<file path="src/rtl/ram_arbiter_pkg.sv">
// Shared types for the two-master block-RAM port arbiter.
package ram_arbiter_pkg;

  typedef enum logic [1:0] {IDLE, READ, WRITE, ACK} t_arb_state;

  typedef logic t_req_id;

  localparam int MAX_WAIT = 7;
  localparam int CNT_BITS = $clog2(MAX_WAIT + 1);

  typedef logic [CNT_BITS-1:0] t_wait_cnt;

endpackage

</file>
<file path="src/rtl/arb_pick.sv">
// Combinational winner selection between the two requesters.
module arb_pick
  import ram_arbiter_pkg::*;
#(
  parameter bit FIXED_PRIO = 1'b0
) (
  input  logic    valid_0,
  input  logic    valid_1,
  input  t_req_id last_grant,
  output t_req_id grant_id,
  output logic    any_valid
);

  always_comb begin
    any_valid = valid_0 | valid_1;
    grant_id  = 1'b0;
    if (valid_0 && valid_1) begin
      // Round-robin hands a tie to whoever did not win last time.
      grant_id = FIXED_PRIO ? 1'b0 : ~last_grant;
    end else if (valid_1) begin
      grant_id = 1'b1;
    end
  end

endmodule

</file>
<file path="src/rtl/ram_arbiter.sv">
// Shares one synchronous block-RAM port between two valid/ready masters,
// inserting read wait states and stretched write strobes.
module ram_arbiter
  import ram_arbiter_pkg::*;
#(
  parameter int ADDR_BITS    = 16,
  parameter int WORD_BITS    = 16,
  parameter int READ_CYCLES  = 1,
  parameter int WRITE_CYCLES = 2,
  parameter bit FIXED_PRIO   = 1'b0
) (
  input  logic                 in_clk,
  input  logic                 in_rst,
  input  logic                 in_valid_0,
  input  logic                 in_write_0,
  input  logic [ADDR_BITS-1:0] in_addr_0,
  input  logic [WORD_BITS-1:0] in_data_0,
  output logic                 out_ready_0,
  output logic [WORD_BITS-1:0] out_data_0,
  input  logic                 in_valid_1,
  input  logic                 in_write_1,
  input  logic [ADDR_BITS-1:0] in_addr_1,
  input  logic [WORD_BITS-1:0] in_data_1,
  output logic                 out_ready_1,
  output logic [WORD_BITS-1:0] out_data_1,
  output logic [ADDR_BITS-1:0] out_ram_addr,
  output logic [WORD_BITS-1:0] out_ram_data,
  output logic                 out_ram_write,
  input  logic [WORD_BITS-1:0] in_ram_data,
  output logic [1:0]           out_grant,
  output logic                 out_busy
);

  localparam t_wait_cnt RD_LAST = t_wait_cnt'(READ_CYCLES);
  localparam t_wait_cnt WR_LAST = t_wait_cnt'(WRITE_CYCLES);

  t_arb_state           state_q, state_d;
  t_wait_cnt            cnt_q, cnt_d;
  t_req_id              id_q, id_d;
  t_req_id              last_q, last_d;
  logic [ADDR_BITS-1:0] addr_q, addr_d;
  logic [WORD_BITS-1:0] data_q, data_d;
  logic [WORD_BITS-1:0] rdata_0_q, rdata_0_d;
  logic [WORD_BITS-1:0] rdata_1_q, rdata_1_d;
  logic                 ready_0_q, ready_0_d;
  logic                 ready_1_q, ready_1_d;
  logic                 write_q, write_d;
  logic [1:0]           grant_q, grant_d;
  logic                 busy_q, busy_d;

  t_req_id pick_id;
  logic    any_valid;

  arb_pick #(.FIXED_PRIO(FIXED_PRIO)) u_pick (
    .valid_0    (in_valid_0),
    .valid_1    (in_valid_1),
    .last_grant (last_q),
    .grant_id   (pick_id),
    .any_valid  (any_valid)
  );

  always_comb begin
    state_d   = state_q;
    cnt_d     = cnt_q;
    id_d      = id_q;
    last_d    = last_q;
    addr_d    = addr_q;
    data_d    = data_q;
    rdata_0_d = rdata_0_q;
    rdata_1_d = rdata_1_q;
    unique case (state_q)
      IDLE: begin
        if (any_valid) begin
          id_d    = pick_id;
          last_d  = pick_id;
          addr_d  = pick_id ? in_addr_1 : in_addr_0;
          data_d  = pick_id ? in_data_1 : in_data_0;
          cnt_d   = '0;
          state_d = (pick_id ? in_write_1 : in_write_0) ? WRITE : READ;
        end
      end
      READ: begin
        cnt_d = cnt_q + 1'b1;
        if (cnt_q == RD_LAST) begin
          if (id_q) rdata_1_d = in_ram_data;
          else      rdata_0_d = in_ram_data;
          state_d = ACK;
        end
      end
      WRITE: begin
        cnt_d = cnt_q + 1'b1;
        if (cnt_q == WR_LAST) state_d = ACK;
      end
      ACK: state_d = IDLE;
      default: state_d = IDLE;
    endcase

    // Outputs are decoded from the next state so they line up with it once registered.
    ready_0_d = (state_d == ACK) && !id_d;
    ready_1_d = (state_d == ACK) &&  id_d;
    write_d   = (state_d == WRITE);
    busy_d    = (state_d != IDLE);
    grant_d   = busy_d ? (id_d ? 2'b10 : 2'b01) : 2'b00;
  end

  always_ff @(posedge in_clk or negedge in_rst) begin
    if (!in_rst) begin
      state_q   <= IDLE;
      cnt_q     <= '0;
      id_q      <= 1'b0;
      last_q    <= 1'b1;
      addr_q    <= '0;
      data_q    <= '0;
      rdata_0_q <= '0;
      rdata_1_q <= '0;
      ready_0_q <= 1'b0;
      ready_1_q <= 1'b0;
      write_q   <= 1'b0;
      grant_q   <= 2'b00;
      busy_q    <= 1'b0;
    end else begin
      state_q   <= state_d;
      cnt_q     <= cnt_d;
      id_q      <= id_d;
      last_q    <= last_d;
      addr_q    <= addr_d;
      data_q    <= data_d;
      rdata_0_q <= rdata_0_d;
      rdata_1_q <= rdata_1_d;
      ready_0_q <= ready_0_d;
      ready_1_q <= ready_1_d;
      write_q   <= write_d;
      grant_q   <= grant_d;
      busy_q    <= busy_d;
    end
  end

  assign out_ready_0   = ready_0_q;
  assign out_ready_1   = ready_1_q;
  assign out_data_0    = rdata_0_q;
  assign out_data_1    = rdata_1_q;
  assign out_ram_addr  = addr_q;
  assign out_ram_data  = data_q;
  assign out_ram_write = write_q;
  assign out_grant     = grant_q;
  assign out_busy      = busy_q;

endmodule

</file>
<file path="config.mk">
export PLATFORM = sky130hd
export DESIGN_NAME = ram_arbiter
export DESIGN_NICKNAME = d
export VERILOG_FILES = /design/src/rtl/ram_arbiter_pkg.sv /design/src/rtl/arb_pick.sv /design/src/rtl/ram_arbiter.sv
export SDC_FILE = /design/constraint.sdc
export NUM_CORES = 1
export LEC_CHECK = 0
export CORE_MARGIN = 2
export CORE_UTILIZATION = 40
export CTS_CLUSTER_SIZE = 10
export DETAILED_ROUTE_END_ITERATION = 6
export GPL_ROUTABILITY_DRIVEN = 0
export PLACE_DENSITY = 0.81
export SYNTH_ARGS = -nofsm -noshare
export SYNTH_HDL_FRONTEND = slang
export SYNTH_SLANG_ARGS = --single-unit
</file>
<file path="constraint.sdc">
create_clock -name in_clk -period 2.05 [get_ports in_clk]
set_input_delay 0.205 -clock in_clk [delete_from_list [all_inputs] [get_ports in_clk]]
set_output_delay 0.205 -clock in_clk [all_outputs]
set_load 0.03 [all_outputs]
</file>
==> results of run 1 <==
[final cells by class]
type                            instances  area share
Timing Repair Buffer                  162      0.3136
Tap cell                              105     0.02510
Inverter                                9    0.006455
Multi-Input combinational cell        173      0.2505
Sequential cell                        77      0.3684
Clock inverter                          6     0.01219
Clock buffer                            9     0.02367
[layer usage]
metal / vias to the layer above / share of wire
met3: 10 / 0.11
met5: - / 0
met4: 0 / 0.014
met2: 115 / 0.48
met1: 1230 / 0.40
li1: 1263 / -
[registers in the layout, indices dropped and copies added, names as in the netlist, 2 cells and up]
signal        flops
out_grant         2
out_data_0       16
out_data_1       16
cnt_q             3
out_ram_addr     16
out_ram_data     16
state_q           2
[power by group through the flow]
stage                     Clock (W)  Sequential [W]  Combinational (W)
final                       0.00110         0.00268            0.00453
after global routing        0.00121         0.00276            0.00486
after CTS                   0.00114         0.00268            0.00459
after detailed placement          0         0.00271            0.00458
after global placement            0         0.00267            0.00448
after floorplan                   0         0.00399            0.00132
[layout by cell type (no fill, tap or decap), drive strengths merged, types with 2 or more instances in the layout]
cell type / Yosys / layout
nand2: 40 / 40
nor2: 2 / 2
ha: 7 / 7
buf: 6 / 7
a21oi: 3 / 3
inv: 9 / 10
nor3: 4 / 4
mux2i: 33 / 33
dfrtp: 76 / 76
clkinvlp: 0 / 2
clkdlybuf4s50: 0 / 154
clkinv: 0 / 2
mux2: 32 / 32
clkbuf: 7 / 9
a21boi: 2 / 2
o21ai: 37 / 37
[logic make-up (layout without fill, tap and decap cells)]
kind of cell	count (synthesis)	in the layout
buffers and inverters	22	186
muxes	65	65
AOI/OAI and AO/OA	49	49
adders and majority gates	7	7
and+or+nand+nor	52	52
DFF	77	77
[stage by stage]
stage	hold WS (ns)	setup WS, ns	cell area [um2]
5_1_grt	0.4877	0.05533	5234
6_report	0.4445	0.1872	5234
3_5_place_dp	0.2894	0.1625	5036
2_1_floorplan	-0.09059	0.3030	3321
3_3_place_gp	0.2760	0.2150	5036
4_1_cts	0.4656	0.1981	5234
[how the worst min path moves through the flow]
stage / start / end / slack, ns / cells past startpoint
2_1_floorplan: in_rst / cnt_q[0] / -0.09 / 0
3_3_place_gp: in_rst / out_data_1[6] / 0.28 / 1
3_5_place_dp: in_rst / out_data_0[8] / 0.29 / 1
4_1_cts: in_rst / id_q / 0.47 / 2
5_1_grt: in_data_0[1] / out_ram_data[1] / 0.49 / 3
6_report: in_rst / out_data_0[8] / 0.44 / 2
[repair_timing]
item                                   CTS  global route
endpoints found under the hold margin   50             0
resized for setup                        0             0
setup endpoints to repair                0             0
hold buffers                             1             0
==> results.txt, run 1 <==
The flow ran to the end, and the final reports show no timing, DRC or antenna violations. Among all flip-flop cells after synthesis, the most frequent one is sky130_fd_sc_hd__dfrtp_1. The die covers 9047 um2. The type of element launching the critical path is a flip-flop.

The final max-slew violation count is 0. Yosys instantiated no cell more often than sky130_fd_sc_hd__dfrtp_1. The area fraction in compound gates after synthesis is 0.08402. The endpoint arrival time on the critical path is approximately 2.1 ns. The source-to-sink clock delay at the later pin of the worst-skew pair is approximately 0.34 ns.

The CTS sink count came out at between 70 and 80. The total iterations of the first detailed-routing run came out at 4. After global routing, the most crowded layer is met2. The number of ports placed on the die boundary came out at roughly 160. The met2 track demand over resource in global routing came out at 0.3028. The transition time at the pin with the least slew margin is approximately 0.66 ns.

The total of endpoints with negative setup slack in the final report is 0. For the finished layout, the period the worst path requires is between 1.5 and 2 ns. The maximum number of pins on one net before global-route repair is between 60 and 70. The clock network fraction of design power is 0.133.

The sequential share of the synthesized area is 0.5806. Ranked by instance count, the synthesized netlist is headed by 76 x sky130_fd_sc_hd__dfrtp_1, 40 x sky130_fd_sc_hd__nand2_1, 37 x sky130_fd_sc_hd__o21ai_0, 33 x sky130_fd_sc_hd__mux2i_1, 32 x sky130_fd_sc_hd__mux2_2. The internal cell power is just under 0.005 W. The global-route wire length before repair came out at 12.37 mm.

The fraction of layout cells with a size suffix above 1 is 0.1445. The worst slew margin relative to its limit came out at 0.5590. The vertical die dimension is ~95 um. Summing all multi-input logic gate instances after layout gives between 1000 and 1500 um2. After the first detailed-routing iteration, the DRC count stood at 53. The final wirelength is 7.987 mm. The worst ir drop on vdd is ~0.65 mV.

The combinational cell fraction of total power came out at 0.545. In this run the number of cells on the critical path is 6. The number of global-route vias before repair is 2610. The register-to-register setup slack is between 0.15 and 0.2 ns. After global routing the overflow that remains totals 0. The global-route met3 utilization came out at 0.06324. The worst register-to-register path ends at out_grant[1]. The signal on the critical path passes through inv_1 > ha_1 > inv_1 > a221o_1 > o2bb2ai_2 > a21oi_1. The max-cap check violation count is 0. The H-tree was split into 3 levels. The total of buffers placed on input and output ports is 155. The flip-flop and latch count after synthesis came out at 77. The per-instance average area after synthesis came out at approximately 12 um2. Yosys attributes the largest share of cell area to sky130_fd_sc_hd__dfrtp_1 57%, sky130_fd_sc_hd__mux2_2 11%, sky130_fd_sc_hd__mux2i_1 9.9%.

The number of antenna repair diodes came out at 0. Together, buffers and inverters on the worst path number 2. The detailed-route wire length per cell is about 15 um. The cell total after placement is 525. The layout has roughly 640 filler cells.

The total negative slack came out at 0 ns. Setup repair after global routing left no endpoint under its margin. The number of rows created at floorplan came out at 33. The worst setup path is of the reg -> reg kind. The met1 layer usage reported by global route is 0.2088. Of the available clock period, the critical path in the final layout requires 0.9087.

The required time of the worst setup path came out at 2.26 ns. In this run the worst setup path terminates at out_grant[1]. The overall global routing resource usage is 0.1782. The final cell count without fillers came out at 541. The sequential cell area is 1928 um2.

STA classifies the critical path endpoint as a flip-flop. The final route contains 2618 vias. The DRC violation count after routing came out at 0. Of the total power, the share spent switching nets is 0.4200. In this run, CTS created clock tree buffers numbering 9. The HPWL reported at the end of detailed placement came out at a little over 6 mm. The peak per-stage delay on the critical path came out at 0.45 ns. The part of the power in registers is 0.322. The count of nets left with antenna violations after detail routing is 0. Synthesis handed over a netlist of approximately 270 instances.

The logic depth of the worst register-to-register path is 6. The final net count came out at ~530. Yosys printed 0 warnings.

The count of distinct cell types in the synthesized netlist came out at 32. The maximum fanout encountered on the critical timing path came out at 6. In the synthesized netlist the async set-or-reset flop fraction comes to 1.000. The maximum frequency from static timing analysis came out at 536.8 MHz. The adder-cell area share of the yosys netlist is 0.02638.

The power after layout is 0.008312 W. Compared with the post-synthesis result, the final layout area differs by 57.61%. The worst clock skew is around 0.014 ns. Clock-pin slew was measured on the worst setup and hold paths at roughly 0.080 ns. The most critical setup path has its startpoint at state_q[1]. The analysis attributes to net switching a power of ~0.0035 W. The tightest min-delay check is of the in -> async type. The initial utilization of the core area, before any placement, comes to 0.4082. The CTS tree is built. The startpoint identified for the worst register-to-register timing path is state_q[1]. The largest individual stage delay along the critical path comes from the cell sky130_fd_sc_hd__dfrtp_1. The longest clock path from root to sink contains 2 buffers.

The static leakage came out at about 2.3 nW. The die is between 90 and 100 um wide. The number of hold violations in the final report came out at 0. The number of buffers inserted by post-CTS setup repair came out at 0.

The area share of the leading cell type in the synthesized netlist came out at 0.5727. The most prevalent standard cell on the critical path is sky130_fd_sc_hd__inv_1. By area, the combinational part of the netlist is dominated by multiplexers. The portion of synthesized area spent on multiplexers is 0.2080. The number of antenna violations at the first check in global routing came out at 0. The post-synthesis share of cell area spent on and, or, nand and nor gates is 0.06971. The library cell occupying the most area in the post-synthesis netlist is sky130_fd_sc_hd__dfrtp_1. The fraction of synthesized cell area in xor and xnor cells is 0. In this run the clock root is driven by a sky130_fd_sc_hd__clkbuf_8.

Grouping stages by cell kind, the critical path spends the most delay in compound AO/OA/AOI/OAI gates. The number of enable flip-flop cells after synthesis is 0. The final cell utilization of the core came out at 0.6434. Dividing total power by cell area gives a power density of 1588 nW/um2. The synthesized net count is between 300 and 400. In this run the cell area of the synthesized design comes to about 3300 um2.

The number of vias per cell is roughly 4.8. The region available for standard cell placement spans ~8000 um2.
(Power assumes the default switching activity.)
==> run 2, diff against run 1 <==
==> constraint.sdc (replaced) <==
create_clock -name in_clk -period 2.05 [get_ports in_clk]
set_input_delay 0.41 -clock in_clk [delete_from_list [all_inputs] [get_ports in_clk]]
set_output_delay 0.41 -clock in_clk [all_outputs]
set_load 0.03 [all_outputs]
==> run 2 against run 1 <==
Against the previous run: maximum frequency grew 2.6%; critical endpoint is now out_ram_data[0]; routed wire length grew 3.0%; total power grew 1.6%; register-to-register slack gained 0.05 ns; utilization grew 0.54 points; clock-buffer cell count grew 1; via count grew 0.42%; sequential power is essentially flat; global-route usage grew 0.65 points; largest power group unchanged; non-clock buffer count grew 3; hold slack lost 0.40 ns; clock power grew 8%.
==> results.txt, run 2 (synthesis gave the netlist of run 1 again) <==
The flow ran to the end, and the final reports show no timing, DRC or antenna violations. For this block, the initial DRC count from the detailed router was a little over 60. The HPWL reported at the end of detailed placement is roughly 6.3 mm. The number of global-route vias before repair is around 2700.

The clock period minus worst slack is roughly 1.8 ns. The horizontal extent of the die came out at approximately 95 um. The maximum number of pins on one net before global-route repair came out at 65. The worst clock skew is between 0.006 and 0.007 ns.

The final layout contains routed wiring with a total length of slightly above 8 mm. The vertical die dimension is approximately 95 um. The signed area change from the synthesized netlist to the final layout is 58.93%. The worst path meets setup with around 0.23 ns of slack. Setup repair after global routing left no endpoint under its margin.

Dividing total power by cell area gives a power density of around 1600 nW/um2. Walking the worst path, the cells encountered are clkdlybuf4s50_1. The count of nets left with antenna violations after detail routing came out at 0.

After detailed placement, the total cell area comes to around 5100 um2. Along the worst path, the maximum fanout reaches 2. For the worst setup path, the data arrival time is roughly 1.4 ns.

The clock network fraction of design power is 0.141. The final cell utilization of the core came out at 0.6488. The combinational cell fraction of total power came out at 0.542. The number of buffers inserted during clock tree synthesis came out at 9.

The fraction of layout cells with a size suffix above 1 came out at 0.1568. The number of buffers and inverters on the critical path is 1. The first global-routing pass estimated between 10 and 15 mm of wire. The max-cap check violation count came out at 0.

The initial utilization of the core area, before any placement, comes to 0.4082. The detailed-route wire length per cell is 15.09 um. The number of buffers inserted by post-CTS setup repair came out at 0.

In this run the standard cell core region covers between 8000 and 9000 um2. The area taken by multi-input logic gates came out at around 1300 um2. The root buffer cell is sky130_fd_sc_hd__clkbuf_8. The number of ports placed on the die boundary came out at 156. The worst setup path is launched from a flip-flop. The number of hold violations in the final report is 0. The quantity of hold-fixing buffers added after cts is 0.

IR analysis of the VDD net gives a maximum drop of 0.7163 mV. The analysis attributes to net switching a power of 0.003555 W. After global routing the overflow that remains totals 0. Summed over all failing endpoints, the final setup total negative slack is 0 ns. Of the total power, the share spent switching nets is 0.4209.

CTS built an H-tree with a depth of 3. The final cell count without fillers came out at between 500 and 600. The sequential cell area is about 1900 um2. Of the available clock period, the critical path in the final layout requires 0.8858. After detailed routing, the number of vias per cell comes to between 4 and 5.

The number of cells upsized or downsized after cts came out at 0. The global routing stage identified its most utilized layer as met2. In this run, placement finished with an instance count of 529.

The number of rows created at floorplan is 33. The fill cell total of the finished layout is around 650. Timing analysis after detailed placement gives a worst setup slack of -0.02505 ns. In the layout the commonest cells are 154 x sky130_fd_sc_hd__clkdlybuf4s50_1, 76 x sky130_fd_sc_hd__dfrtp_1, 40 x sky130_fd_sc_hd__nand2_1. The maximum frequency from static timing analysis is between 500 and 600 MHz. The routed layout has approximately 2600 vias. For this run, the slowest stage of the critical path takes just over 0.7 ns.

The met2 track demand over resource in global routing came out at 0.3081. The global-route met3 utilization is 0.06324. The DRC violation count after routing is 0. The library cell used most frequently in the layout, excluding fill and tap cells, is sky130_fd_sc_hd__clkdlybuf4s50_1.

The final standard cell area without fillers is 5278 um2. For this run, global-route usage on met1 was measured as 0.2142. The total of endpoints with negative setup slack in the final report is 0. The final net count is 528. The total of buffers placed on input and output ports came out at between 150 and 200. The number of antenna repair diodes is 0.

The CTS tree is built. The final max-slew violation count came out at 0. The required time of the worst setup path is roughly 1.6 ns. The CTS sink count came out at 77. The internal cell power is 0.004890 W. The total iterations of the first detailed-routing run is 4. The cell with the largest stage delay on the worst path is sky130_fd_sc_hd__clkdlybuf4s50_1. Clock-pin slew was measured on the worst setup and hold paths at 0.09 ns. The share of total power dissipated in sequential elements is 0.317. The worst slew margin relative to its limit is 0.6347. STA classifies the critical path endpoint as an output pin. The die outline area is slightly above 9000 um2.

The static leakage came out at between 2 and 2.5 nW. The number of antenna violations at the first check in global routing came to 0. The overall global routing resource usage came out at 0.1847. The class of the most critical setup path is reg -> out. The maximum root-to-sink buffer count came out at 2.

For the pin with the worst max-slew slack, the measured transition is 0.5479 ns. Grouping stages by cell kind, the critical path spends the most delay in buffers and inverters. The later pin in the worst-skew pair is clocked with a latency of roughly 0.34 ns. The class of the tightest hold or removal check is in -> async.
-- run 2: changes by cell type in the layout (fill, tap and decap cells not counted), sizes merged --
| cell | delta |
|---|---|
| buf | +4 |
| clkbuf | +1 |
| dlygate4sd3 | -1 |
-- run 2: layout make-up --
class / instances / share of cell area
flip-flops and latches: 77 / 0.3653
repair buffers: 165 / 0.3148
clock buffers: 10 / 0.02608
inverters: 9 / 0.006401
multi-input cells: 173 / 0.2489
clock inverters: 6 / 0.01351
well taps: 105 / 0.02489
-- run 2: final timing paths --
kind	start	end	slack, ns	depth (start not counted)
setup / recovery	out_ram_data[0]	out_ram_data[0]	0.23	1
setup reg to reg	state_q[1]	out_grant[1]	0.24	6
hold reg to reg	out_ram_data[4]	out_ram_data[4]	0.48	2
max in group asynchronous	in_rst	out_data_0[12]	1.42	2
hold / removal	in_rst	out_data_1[6]	0.05	1
min in group in_clk	out_ram_data[4]	out_ram_data[4]	0.48	2
-- run 2: power groups by stage --
| stage | clock, W | sequential (W) | combinational, W |
|---|---|---|---|
| detailed placement | 0 | 0.00271 | 0.00461 |
| global placement | 0 | 0.00267 | 0.00450 |
| global route | 0.00129 | 0.00278 | 0.00493 |
| finish | 0.00119 | 0.00268 | 0.00457 |
| CTS | 0.00122 | 0.00269 | 0.00462 |
| floorplan | 0 | 0.00399 | 0.00132 |
-- run 2: per-layer routing --
metal / up-vias / wire, um
met5: - / 0
met4: 0 / 172
met3: 15 / 830
met2: 116 / 3948
met1: 1233 / 3274
li1: 1265 / -
-- run 2: through the flow --
stage | hold WS [ns] | total power, W
final | 0.04599 | 0.008445
after global routing | 0.06545 | 0.008995
after CTS | 0.05370 | 0.008527
after detailed placement | 0.4387 | 0.007324
after global placement | 0.4263 | 0.007165
after floorplan | 0.1144 | 0.005305
==> run 3, diff against run 2 <==
--- a/config.mk
+++ b/config.mk
@@ -5,12 +5,15 @@
 export SDC_FILE = /design/constraint.sdc
 export NUM_CORES = 1
 export LEC_CHECK = 0
+export CELL_PAD_IN_SITES_DETAIL_PLACEMENT = 0
+export CELL_PAD_IN_SITES_GLOBAL_PLACEMENT = 1
 export CORE_MARGIN = 2
-export CORE_UTILIZATION = 40
+export CORE_UTILIZATION = 31
 export CTS_CLUSTER_SIZE = 10
 export DETAILED_ROUTE_END_ITERATION = 6
 export GPL_ROUTABILITY_DRIVEN = 0
-export PLACE_DENSITY = 0.81
+export MAX_ROUTING_LAYER = met4
+export PLACE_DENSITY = 0.83
 export SYNTH_ARGS = -nofsm -noshare
 export SYNTH_HDL_FRONTEND = slang
 export SYNTH_SLANG_ARGS = --single-unit
==> run 3 against run 2 <==
Against the previous run: non-clock buffer count grew 3; global-route usage shrank 4.1 points; die area grew 28%; design area grew 1.4%; cell count grew 6.2%; via count shrank 1.1%; critical endpoint is now out_grant[0].
==> results.txt, run 3 (synthesis gave the netlist of run 1 again) <==
The number of ports placed on the die boundary came out at between 150 and 200. The worst ir drop on vdd is 0.7867 mV. Broken down by cell family, the worst path's largest delay share belongs to compound AO/OA/AOI/OAI gates. The CTS clock-pin slew for the worst setup and hold paths is ~0.080 ns. Setup repair after global routing left no endpoint under its margin. The type of element launching the critical path is a flip-flop. The wire-length estimate of the detail-placed layout is roughly 6.2 mm. The most numerous cell type found on the critical path is sky130_fd_sc_hd__inv_1.

The fraction of layout cells with a size suffix above 1 came out at 0.1580. At the end of the flow, the number of nets in the layout was about 530. The region available for standard cell placement spans 10370 um2. The initial utilization of the core area, before any placement, comes to 0.3202. The peak per-stage delay on the critical path came out at around 0.45 ns. The post-route fraction of the period consumed by the critical path is 0.9226.

The maximum frequency from static timing analysis came out at around 530 MHz. The count of buffer and inverter cells on the critical path is 2. The detailed router finished its first iteration with 54 violations. The global-route wire length before repair came out at about 13 mm. The count of nets left with antenna violations once routing finished came out at 0.

The fill cell total of the finished layout came out at about 950. The cell with the largest stage delay on the worst path is sky130_fd_sc_hd__dfrtp_1. The number of antenna diodes in the final layout is 0.

Leaving out fill and tap cells, the most frequent cell in the layout is sky130_fd_sc_hd__clkdlybuf4s50_1. The pre-antenna-repair detailed-routing pass consisted of 4 iterations. Timing analysis after detailed placement gives a worst setup slack of roughly 0.04 ns. After detailed routing, the number of vias per cell comes to 4.489. The signed area change from the synthesized netlist to the final layout came out at 61.15%. The maximum number of pins on one net before global-route repair is 52.

The source-to-sink clock delay at the later pin of the worst-skew pair came out at around 0.34 ns. In this run the horizontal extent of the chip is 107.5 um. The final max-slew violation count came out at 0. Dividing the detail-routed wire length by the instance count gives roughly 14 um. In this run the tightest slew margin relative to its limit is 0.7228. In this run the worst hold path is classified as reg -> reg.

The number of antenna violations at the first check in global routing was 0. The total of endpoints with negative setup slack in the final report is 0. The number of buffers inserted during clock tree synthesis came out at 9. The H-tree was split into 3 levels. The transition time at the pin with the least slew margin came out at around 0.41 ns. For this run, design rule violations remaining after detail routing come to 0. The total negative slack came out at 0 ns. The clock drives 77 sinks.

The static leakage came out at between 2 and 2.5 nW. The total power per unit cell area came out at ~1600 nW/um2. The final worst-path setup slack is 0.1587 ns.

The endpoint arrival time on the critical path is approximately 2.1 ns. The class of the most critical setup path is reg -> reg. The die outline area is about 12000 um2. The via count came out at about 2600.

The clock period minus worst slack is between 1.5 and 2 ns. The flow ran to the end, and the final reports show no timing, DRC or antenna violations. The clock passes through at most 2 buffers. The root buffer cell is sky130_fd_sc_hd__clkbuf_8. The worst clock skew is around 0.010 ns. The number of hold violations in the final report came out at 0. The worst slack on hold paths came out at ~0.48 ns. Walking the worst path, the cells encountered are inv_1 > ha_1 > inv_1 > a221o_1 > o2bb2ai_2 > a21oi_1. The number of global-route vias before repair is 2696. The final wirelength came out at about 8 mm.

Summed over all layers, the global routing overflow is 0. The maximum fanout encountered on the critical timing path is 6. The total of buffers placed on input and output ports came out at roughly 160. STA classifies the critical path endpoint as a flip-flop. In the layout the commonest cells are 154 x sky130_fd_sc_hd__clkdlybuf4s50_1, 76 x sky130_fd_sc_hd__dfrtp_1, 40 x sky130_fd_sc_hd__nand2_1. At the worst endpoint, the required time is 2.27 ns. For this run, the total global-route usage over all layers was measured as 0.1437.

TritonCTS built the clock tree. Max-cap violations in this run came to 0. The floorplan has 37 rows. The vertical die dimension came out at between 100 and 150 um.
## run 3: report_power, final
group / total, W / switching, W / internal (W)
combinational: 0.00454 / 0.00254 / 0.00200
clock: 0.00131 / 0.000555 / 0.000754
sequential: 0.00267 / 0.000401 / 0.00227
## run 3: worst paths after layout
kind	start	to	slack [ns]	cells past startpoint
worst max-delay path	state_q[1]	out_grant[0]	0.16	6
worst min-delay path	out_ram_data[15]	out_ram_data[15]	0.48	2
worst max register to register	state_q[1]	out_grant[0]	0.16	6
worst min register to register	out_ram_data[15]	out_ram_data[15]	0.48	2
max in group asynchronous	in_rst	out_data_0[1]	0.96	3
min in group asynchronous	in_rst	out_ram_data[5]	0.51	2
## run 3: metrics by stage
stage               std cells    util  total power (W)  area [um2]
detailed placement        562  0.4925         0.007301        5107
CTS                       579  0.5160         0.008642        5351
global route              579  0.5160         0.009085        5351
floorplan                 272       -         0.005305        3321
global placement          562  0.4925         0.007197        5107
finish                    579  0.5160         0.008523        5351
## run 3: cell type report
cell class	instances	area, um2	share of cell area
timing repair buffer	168	1674	0.3128
clock buffer	11	151.4	0.02829
inverter	9	33.78	0.006313
clock inverter	5	82.58	0.01543
tap	136	170.2	0.03180
sequential	77	1928	0.3603
multi-input combinational	173	1311	0.2450
## run 3: timing repair
| item | CTS | global route |
|---|---|---|
| hold endpoints to repair | 25 | 0 |
| hold buffers | 1 | 0 |
| setup buffers | 0 | 0 |
| gates resized for setup | 0 | 0 |
## run 3: tightest hold or removal path: cells and delay by family, from the launching register on
family	cells	cell delay [ns]
AND/OR/NAND/NOR	1	0.04
AO/OA/AOI/OAI	1	0.06
flip-flops	1	0.35
## run 3: per-layer routing
layer,GRT usage,up-vias,wire (um)
li1,-,1268,-
met1,0.1649,1210,3287
met2,0.2376,111,3856
met3,0.03874,10,674
met4,0.06044,0,136
met5,-,-,0
